### src/rtl/sr_latch_bank.sv
// -----------------------------------------------------------------------------
// sr_latch_bank
//
// Bank of CHANNELS clocked set/reset latches with active-low set and reset
// pins. This is the synchronous replacement for the cross-coupled RS_NAND
// latch used by the locker. It sits between the key/switch inputs and the
// unlock/alarm state logic.
//
// Every channel runs the same pipeline:
//   pins -> 2-flop synchroniser -> debounce filter -> latch -> Q
// The channel also keeps a sticky flag that records entry into the
// both-asserted state. A NAND latch forbids that state; here it is resolved
// by CONFLICT_MODE.
//
// Parameters:
//   CHANNELS      number of independent channels (1..32)
//   DEBOUNCE      extra stable samples needed before a pin change is
//                 accepted (1..255)
//   CONFLICT_MODE both-asserted resolution: 0 hold, 1 set wins,
//                 2 reset wins, 3 toggle once on entry
//   RESET_Q       Q value of every channel while and after reset
//
// Ports:
//   clk           system clock, rising edge
//   rst           asynchronous active-high reset
//   Sn[CHANNELS]  per-channel set, active-low, asynchronous to clk
//   Rn[CHANNELS]  per-channel reset, active-low, asynchronous to clk
//   conflict_clr  per-channel synchronous clear of the conflict flag
//   Q             latch state
//   Qn            combinational complement of Q (never equal to Q)
//   conflict      sticky flag, set on entry into both-asserted
// -----------------------------------------------------------------------------
module sr_latch_bank #(
   parameter int CHANNELS      = 4,
   parameter int DEBOUNCE      = 4,
   parameter int CONFLICT_MODE = 0,
   parameter int RESET_Q       = 0
) (
   input  logic                clk,
   input  logic                rst,
   input  logic [CHANNELS-1:0] Sn,
   input  logic [CHANNELS-1:0] Rn,
   input  logic [CHANNELS-1:0] conflict_clr,
   output logic [CHANNELS-1:0] Q,
   output logic [CHANNELS-1:0] Qn,
   output logic [CHANNELS-1:0] conflict
);

   localparam int              CW        = $clog2(DEBOUNCE + 1);
   localparam logic [CW-1:0]   CNT_MAX   = CW'(DEBOUNCE);
   localparam logic [CW-1:0]   CNT_ONE   = CW'(1);
   // Pairs are held as {Sn, Rn}. Both high is idle and both low is conflict.
   localparam logic [1:0]      PAIR_IDLE = 2'b11;
   localparam logic [1:0]      PAIR_BOTH = 2'b00;
   localparam logic            Q_INIT    = 1'(RESET_Q);

   for (genvar i = 0; i < CHANNELS; i++) begin : gChan

      logic [1:0]    r_s1;
      logic [1:0]    r_s2;
      logic [1:0]    r_cand;
      logic [CW-1:0] r_cnt;
      logic [1:0]    r_filt;
      logic [1:0]    r_fprev;
      logic          r_q;
      logic          r_conflict;

      logic          w_set;
      logic          w_rst;
      logic          w_enter;
      logic          w_qNext;

      // Two-flop synchroniser for the asynchronous pin pair. The pair is
      // captured together, so a direct set-to-reset change moves as one unit.
      always_ff @(posedge clk or posedge rst) begin
         if (rst) begin
            r_s1 <= PAIR_IDLE;
            r_s2 <= PAIR_IDLE;
         end else begin
            r_s1 <= {Sn[i], Rn[i]};
            r_s2 <= r_s1;
         end
      end

      // Debounce filter. Any difference restarts the count from zero. The
      // candidate reaches filt only on the edge where the count reaches
      // DEBOUNCE, so a change must persist for DEBOUNCE+1 samples of r_s2.
      // A short pulse is dropped without ever touching filt.
      always_ff @(posedge clk or posedge rst) begin
         if (rst) begin
            r_cand <= PAIR_IDLE;
            r_cnt  <= CNT_MAX;
            r_filt <= PAIR_IDLE;
         end else if (r_s2 != r_cand) begin
            r_cand <= r_s2;
            r_cnt  <= '0;
         end else if (r_cnt < CNT_MAX) begin
            r_cnt <= r_cnt + CNT_ONE;
            if (r_cnt + CNT_ONE == CNT_MAX) begin
               r_filt <= r_cand;
            end
         end
      end

      assign w_set   = ~r_filt[1];
      assign w_rst   = ~r_filt[0];
      assign w_enter = (r_filt == PAIR_BOTH) && (r_fprev != PAIR_BOTH);

      // Next latch state from the filtered pair. Toggle mode looks at
      // w_enter, so it flips once when conflict starts and then holds for
      // as long as both inputs stay asserted.
      always_comb begin
         w_qNext = r_q;
         case ({w_set, w_rst})
            2'b10: w_qNext = 1'b1;
            2'b01: w_qNext = 1'b0;
            2'b11: begin
               if (CONFLICT_MODE == 1) begin
                  w_qNext = 1'b1;
               end else if (CONFLICT_MODE == 2) begin
                  w_qNext = 1'b0;
               end else if (CONFLICT_MODE == 3) begin
                  if (w_enter) begin
                     w_qNext = ~r_q;
                  end
               end
            end
            default: w_qNext = r_q;
         endcase
      end

      // Latch state and previous filtered pair. fprev lets the next edge
      // recognise entry into the both-asserted state.
      always_ff @(posedge clk or posedge rst) begin
         if (rst) begin
            r_q     <= Q_INIT;
            r_fprev <= PAIR_IDLE;
         end else begin
            r_q     <= w_qNext;
            r_fprev <= r_filt;
         end
      end

      // Sticky conflict flag. It is set when conflict starts. If a set and a
      // clear land on the same edge, the set wins so no entry is missed.
      // Leaving the conflict state does not clear the flag.
      always_ff @(posedge clk or posedge rst) begin
         if (rst) begin
            r_conflict <= 1'b0;
         end else if (w_enter) begin
            r_conflict <= 1'b1;
         end else if (conflict_clr[i]) begin
            r_conflict <= 1'b0;
         end
      end

      assign Q[i]        = r_q;
      assign Qn[i]       = ~r_q;
      assign conflict[i] = r_conflict;

   end

endmodule

### config.mk
export PLATFORM = sky130hd
export DESIGN_NAME = sr_latch_bank
export DESIGN_NICKNAME = d
export VERILOG_FILES = /design/src/rtl/sr_latch_bank.sv
export SDC_FILE = /design/constraint.sdc
export NUM_CORES = 1
export LEC_CHECK = 0
export CAP_MARGIN = 15
export CORE_MARGIN = 2
export CORE_UTILIZATION = 45
export CTS_CLUSTER_DIAMETER = 200
export DETAILED_ROUTE_END_ITERATION = 7
export DONT_BUFFER_PORTS = 1
export PLACE_DENSITY = 0.69
export SLEW_MARGIN = 20
export SYNTH_ARGS = -nofsm -noshare
export SYNTH_HDL_FRONTEND = slang
export SYNTH_SLANG_ARGS = --single-unit
### constraint.sdc
create_clock -name clk -period 4.2 [get_ports clk]
set_input_delay 0 -clock clk [delete_from_list [all_inputs] [get_ports clk]]
set_output_delay 0 -clock clk [all_outputs]
set_load 0.01 [all_outputs]
# == Yosys cells after proc, flatten, opt, wreduce, memory -nomap -nowiden ==
# Index checks and enable logic that the tools add are counted.
# totals
inputBits,14
reg_bits,60
output_inout_bits,12
word_cells,120
# classes
muxes,20
n_eq_ne,16
add_sub_neg,4
reduce_logical,28
magnitude_cmp,4
bitwise,16
# op_table
cell,count
2-bit nonzero test,16
3-bit 2-to-1 mux,8
1-bit NOT,16
3-bit by 1-bit adder with 3-bit output (second input constant),4
3-bit equality test (second input constant),4
3-bit < comparator (second input constant),4
3-bit AND reduction,4
2-bit by 1-bit equality test with 1-bit output (second input constant),4
2-bit equality test (second input constant),4
2-bit zero test,4
1-bit 2-to-1 mux,8
2-bit != test,4
1-bit case mux with 2 select lines,4
1-bit logical AND,4

# == Longest topological paths before layout ==
# logic_depth
ltp_word,3
ltp_mapped,4
depth_no_buf,4

# == Worst setup path after synthesis ==
# No wires, ideal clock.
# synth_path
path_type,reg2reg
startpoint,register gChan[0].r_cnt[0]
endpoint,register gChan[0].r_filt[0]
period_less_slack_ns,1.299
path_buffers,0
setup_time_ns,0.082
t_required_ns,4.118
setup_slack_ns,2.901
stages_incl_launch_ff,5
t_arrival_ns,1.216
path_cell_list,dfrtp_1 > ha_1 > and3b_1 > and3_4 > mux2_4
# synth_between
elab_chain_len,3
elab_cells_between_ends,4
cone_classes,1 x add/sub; 1 x order compare; 1 x eq/ne; 1 x reduce/logical
# synth_rtl
element,line_no,source
start: declaration,62,logic [CW-1:0] r_cnt;
start signal: assignment,98,r_cnt <= r_cnt + CNT_ONE;
3-bit by 1-bit adder with 3-bit output,99,if (r_cnt + CNT_ONE == CNT_MAX) begin
3-bit equality test,99,
3-bit AND reduction (no line) *,n/a,
end signal: assignment,100,r_filt <= r_cand;
end: declaration,63,logic [1:0] r_filt;
# Mark *: on every way between the ends. The rest lies on a longest branch, timed or not.
# A chain may end at the register's enable or synchronous reset.

# == Final worst setup path ==
# layout_path
startpoint,register gChan[1].r_cnt[0]
endpoint,register gChan[1].r_filt[0]
# layout_between
elab_chain_len,3
elab_cells_between_ends,4
cone_classes,1 x add/sub; 1 x order compare; 1 x eq/ne; 1 x reduce/logical
# layout_rtl
element,line_no
start: declaration,62
start signal: assignment,98
3-bit by 1-bit adder with 3-bit output,99
3-bit equality test,99
3-bit AND reduction (no line) *,n/a
end signal: assignment,100
end: declaration,63
# Marks and branches as above.

==> flow_summary.ini <==
[pwr]
p_per_area_mw_per_mm2 = 448
vdd_drop_max_mv = 0.321
p_leak_nw = 1.19
p_sw_frac = 0.212
seqPwrFrac = 0.516
p_switching_mw = 0.262
combPwrFrac = 0.049
clockPowerShare = 0.434
p_int_mw = 0.971
power.total_mw = 1.23

[clock_tree]
post_cts_resized = 0
cts_setup_buffers = 0
clock_path_buffers = 2
clock-sinks = 60
cts_tree = built
cts.clk_slew.worst_paths_ps = 60
cts-root-buf = clkbuf_8
clock_latency_ps = 330
hold_buffers = 13
htreeDepth = 3
numCtsBuffers = 9

[die]
coreArea_mm2 = 0.00514
fp-row-count = 26
die_w_um = 77.2
dieArea_mm2 = 0.00595
die_h_um = 77.2
pin_count = 26
start_util = 0.469

[logic_synthesis]
yosys-mux-area-fraction = 0.0748
seq_area_frac_synth = 0.646
yosysWarnings = 0
synth_compound_area_frac = 0.0208
synth_cell_types = 16
synth_area_mm2 = 0.00241
syn-num-nets = 205
syn_area_per_cell_um2 = 13.8
synth-simple-area-share = 0.0675
synth_top_family_by_area = adder cells
synth_xor_area_frac = 0.0436
syn_inst = 175
synth_seq_cells = 60
synthAdderAreaFrac = 0.0831

[placed_design]
io_buffers = 0
hpwl_um = 2090
place_ws_ps = 2860
place.gp.congestion = 0.634

[sta]
slew_viol_final = 0
hold_violations = 0
fin_ws_ps = 2840
fin_worst_skew_ps = 6.82
worstMarginPinSlew_ps = 562
fmax_mhz = 735
relSlewSlack = 0.625
fin_crit_sh = 0.324
layout_min_cycle_time_ps = 1360
tns_ps = 0
rsz0062_at_grt = no
setup_violations = 0

[routing]
drt-vias-per-instance = 4.51
route.detailed.drc = 0
wl_per_cell_um = 11.5
drt_iter0_drc = 43
routed_wl_um = 2980
ant_nets = 0
vias = 1168
dr.pass1.iters = 4

[run]
cap_violations = 0

[global_route]
antenna_found_initial = 0
grt-ovfl-total = 0
track_usage = 0.120
first_global_vias = 1247
grt_max_degree = 33
grt_pass1_wl_um = 5290

[worst_setup_path]
cp-end-kind = flop
path_max_fanout = 3
path_class = reg2reg
r2r-start = gChan[1].r_cnt[0]
startpoint = gChan[1].r_cnt[0]
critPathArrivalTime_ps = 1610
start_kind = flop
worstPathRequired_ps = 4450

[finish]
utilization = 0.535
num_antenna_cells = 0
final_nets = 214
drive_gt1_frac = 0.386
area_growth_pct = 14.2

[worst_hold_path]
hp-class = in2async

[status]
status = finished clean
==> cell families (layout without fill, tap and decap cells) <==
group / Yosys count / in the layout
flops: 60 / 60
buf+inv: 33 / 47
simple gates: 30 / 30
fa+ha+maj: 16 / 16
mux: 14 / 14
xor+xnor: 12 / 12
compound gates: 10 / 10
==> Yosys cell counts <==
master	count	share of area
a21oi_1	2	0.0042
and3_4	4	0.019
and3b_1	4	0.015
buf_4	8	0.025
clkbuf_1	8	0.012
dfrtp_1	16	0.17
dfstp_2	44	0.48
ha_1	16	0.083
inv_1	17	0.026
mux2_4	8	0.050
mux2i_1	6	0.025
nand2_1	4	0.0062
nor2_1	18	0.028
o21ai_0	8	0.017
xnor2_1	8	0.029
xor2_1	4	0.015
==> metal layers <==
| metal | global-route usage | part of all wire | vias to the layer above |
|---|---|---|---|
| met4 | 0.0750 | 0.021 | 0 |
| met5 | 0 | 0 | - |
| li1 | - | - | 561 |
| met1 | 0.129 | 0.42 | 571 |
| met2 | 0.189 | 0.50 | 30 |
| met3 | 0.0576 | 0.058 | 6 |
==> flip-flops by register name (all words and copies together), names as in the netlist <==
name / count
gChan.r_s1: 8
gChan.r_fprev: 8
gChan.r_conflict: 4
gChan.r_s2: 8
gChan.r_cnt: 12
gChan.r_filt: 8
gChan.r_q: 4
gChan.r_cand: 8
==> cell usage in the layout, fill, tap and decap left out <==
cell type / netlist / routed
a21oi_1: 2 / 2
and3_4: 4 / 4
and3b_1: 4 / 4
buf_4: 8 / 1
bufinv_16: 0 / 2
clkbuf_1: 8 / 1
clkbuf_8: 0 / 9
clkinv_2: 0 / 4
dfrtp_1: 16 / 16
dfstp_2: 44 / 44
dlygate4sd3_1: 0 / 13
ha_1: 16 / 16
inv_1: 17 / 16
inv_2: 0 / 1
mux2_4: 8 / 8
mux2i_1: 6 / 6
nand2_1: 4 / 4
nor2_1: 18 / 18
o21ai_0: 8 / 8
xnor2_1: 8 / 8
xor2_1: 4 / 4
==> critical path: stages, from the launching register on <==
cell,delay [ps]
dfrtp_1,410
ha_1,240
and3b_1,170
and3_4,180
mux2_4,290
==> per-stage QoR <==
stage | hold slack [ps] | area, um^2 | std cells
2_1_floorplan | 4.48 | 2410 | 175
5_1_grt | 188 | 2750 | 259
3_3_place_gp | -44.1 | 2410 | 230
6_report | 187 | 2750 | 259
3_5_place_dp | -28.4 | 2410 | 230
4_1_cts | 188 | 2750 | 259
==> final timing paths <==
kind / depth (start not counted) / slack, ps / endpoint
max in group asynchronous: 3 / 3180 / gChan[0].r_fprev[0]
hold / removal: 2 / 190 / gChan[3].r_cnt[0]
setup reg to reg: 4 / 2840 / gChan[1].r_filt[0]
min in group clk: 1 / 210 / gChan[2].r_s1[1]
hold reg to reg: 0 / 360 / gChan[1].r_s2[0]
setup / recovery: 4 / 2840 / gChan[1].r_filt[0]
==> power by group through the flow <==
stage | Combinational (mW) | Clock, mW | Sequential [mW]
detailed placement | 0.0529 | 0 | 0.646
floorplan | 0.0562 | 0 | 0.637
finish | 0.0609 | 0.535 | 0.637
global route | 0.0704 | 0.585 | 0.640
global placement | 0.0489 | 0 | 0.643
CTS | 0.0628 | 0.553 | 0.637
==> area by class of cell <==
| cell class | instances | area [um^2] |
|---|---|---|
| inverters | 17 | 63.8 |
| well taps | 70 | 87.6 |
| clock buffers | 10 | 128 |
| repair buffers | 14 | 138 |
| flip-flops and latches | 60 | 1560 |
| fillers | 451 | 2390 |
| multi-input cells | 82 | 698 |
| clock inverters | 6 | 80.1 |
No activity file was read; power rests on OpenSTA's default activity.
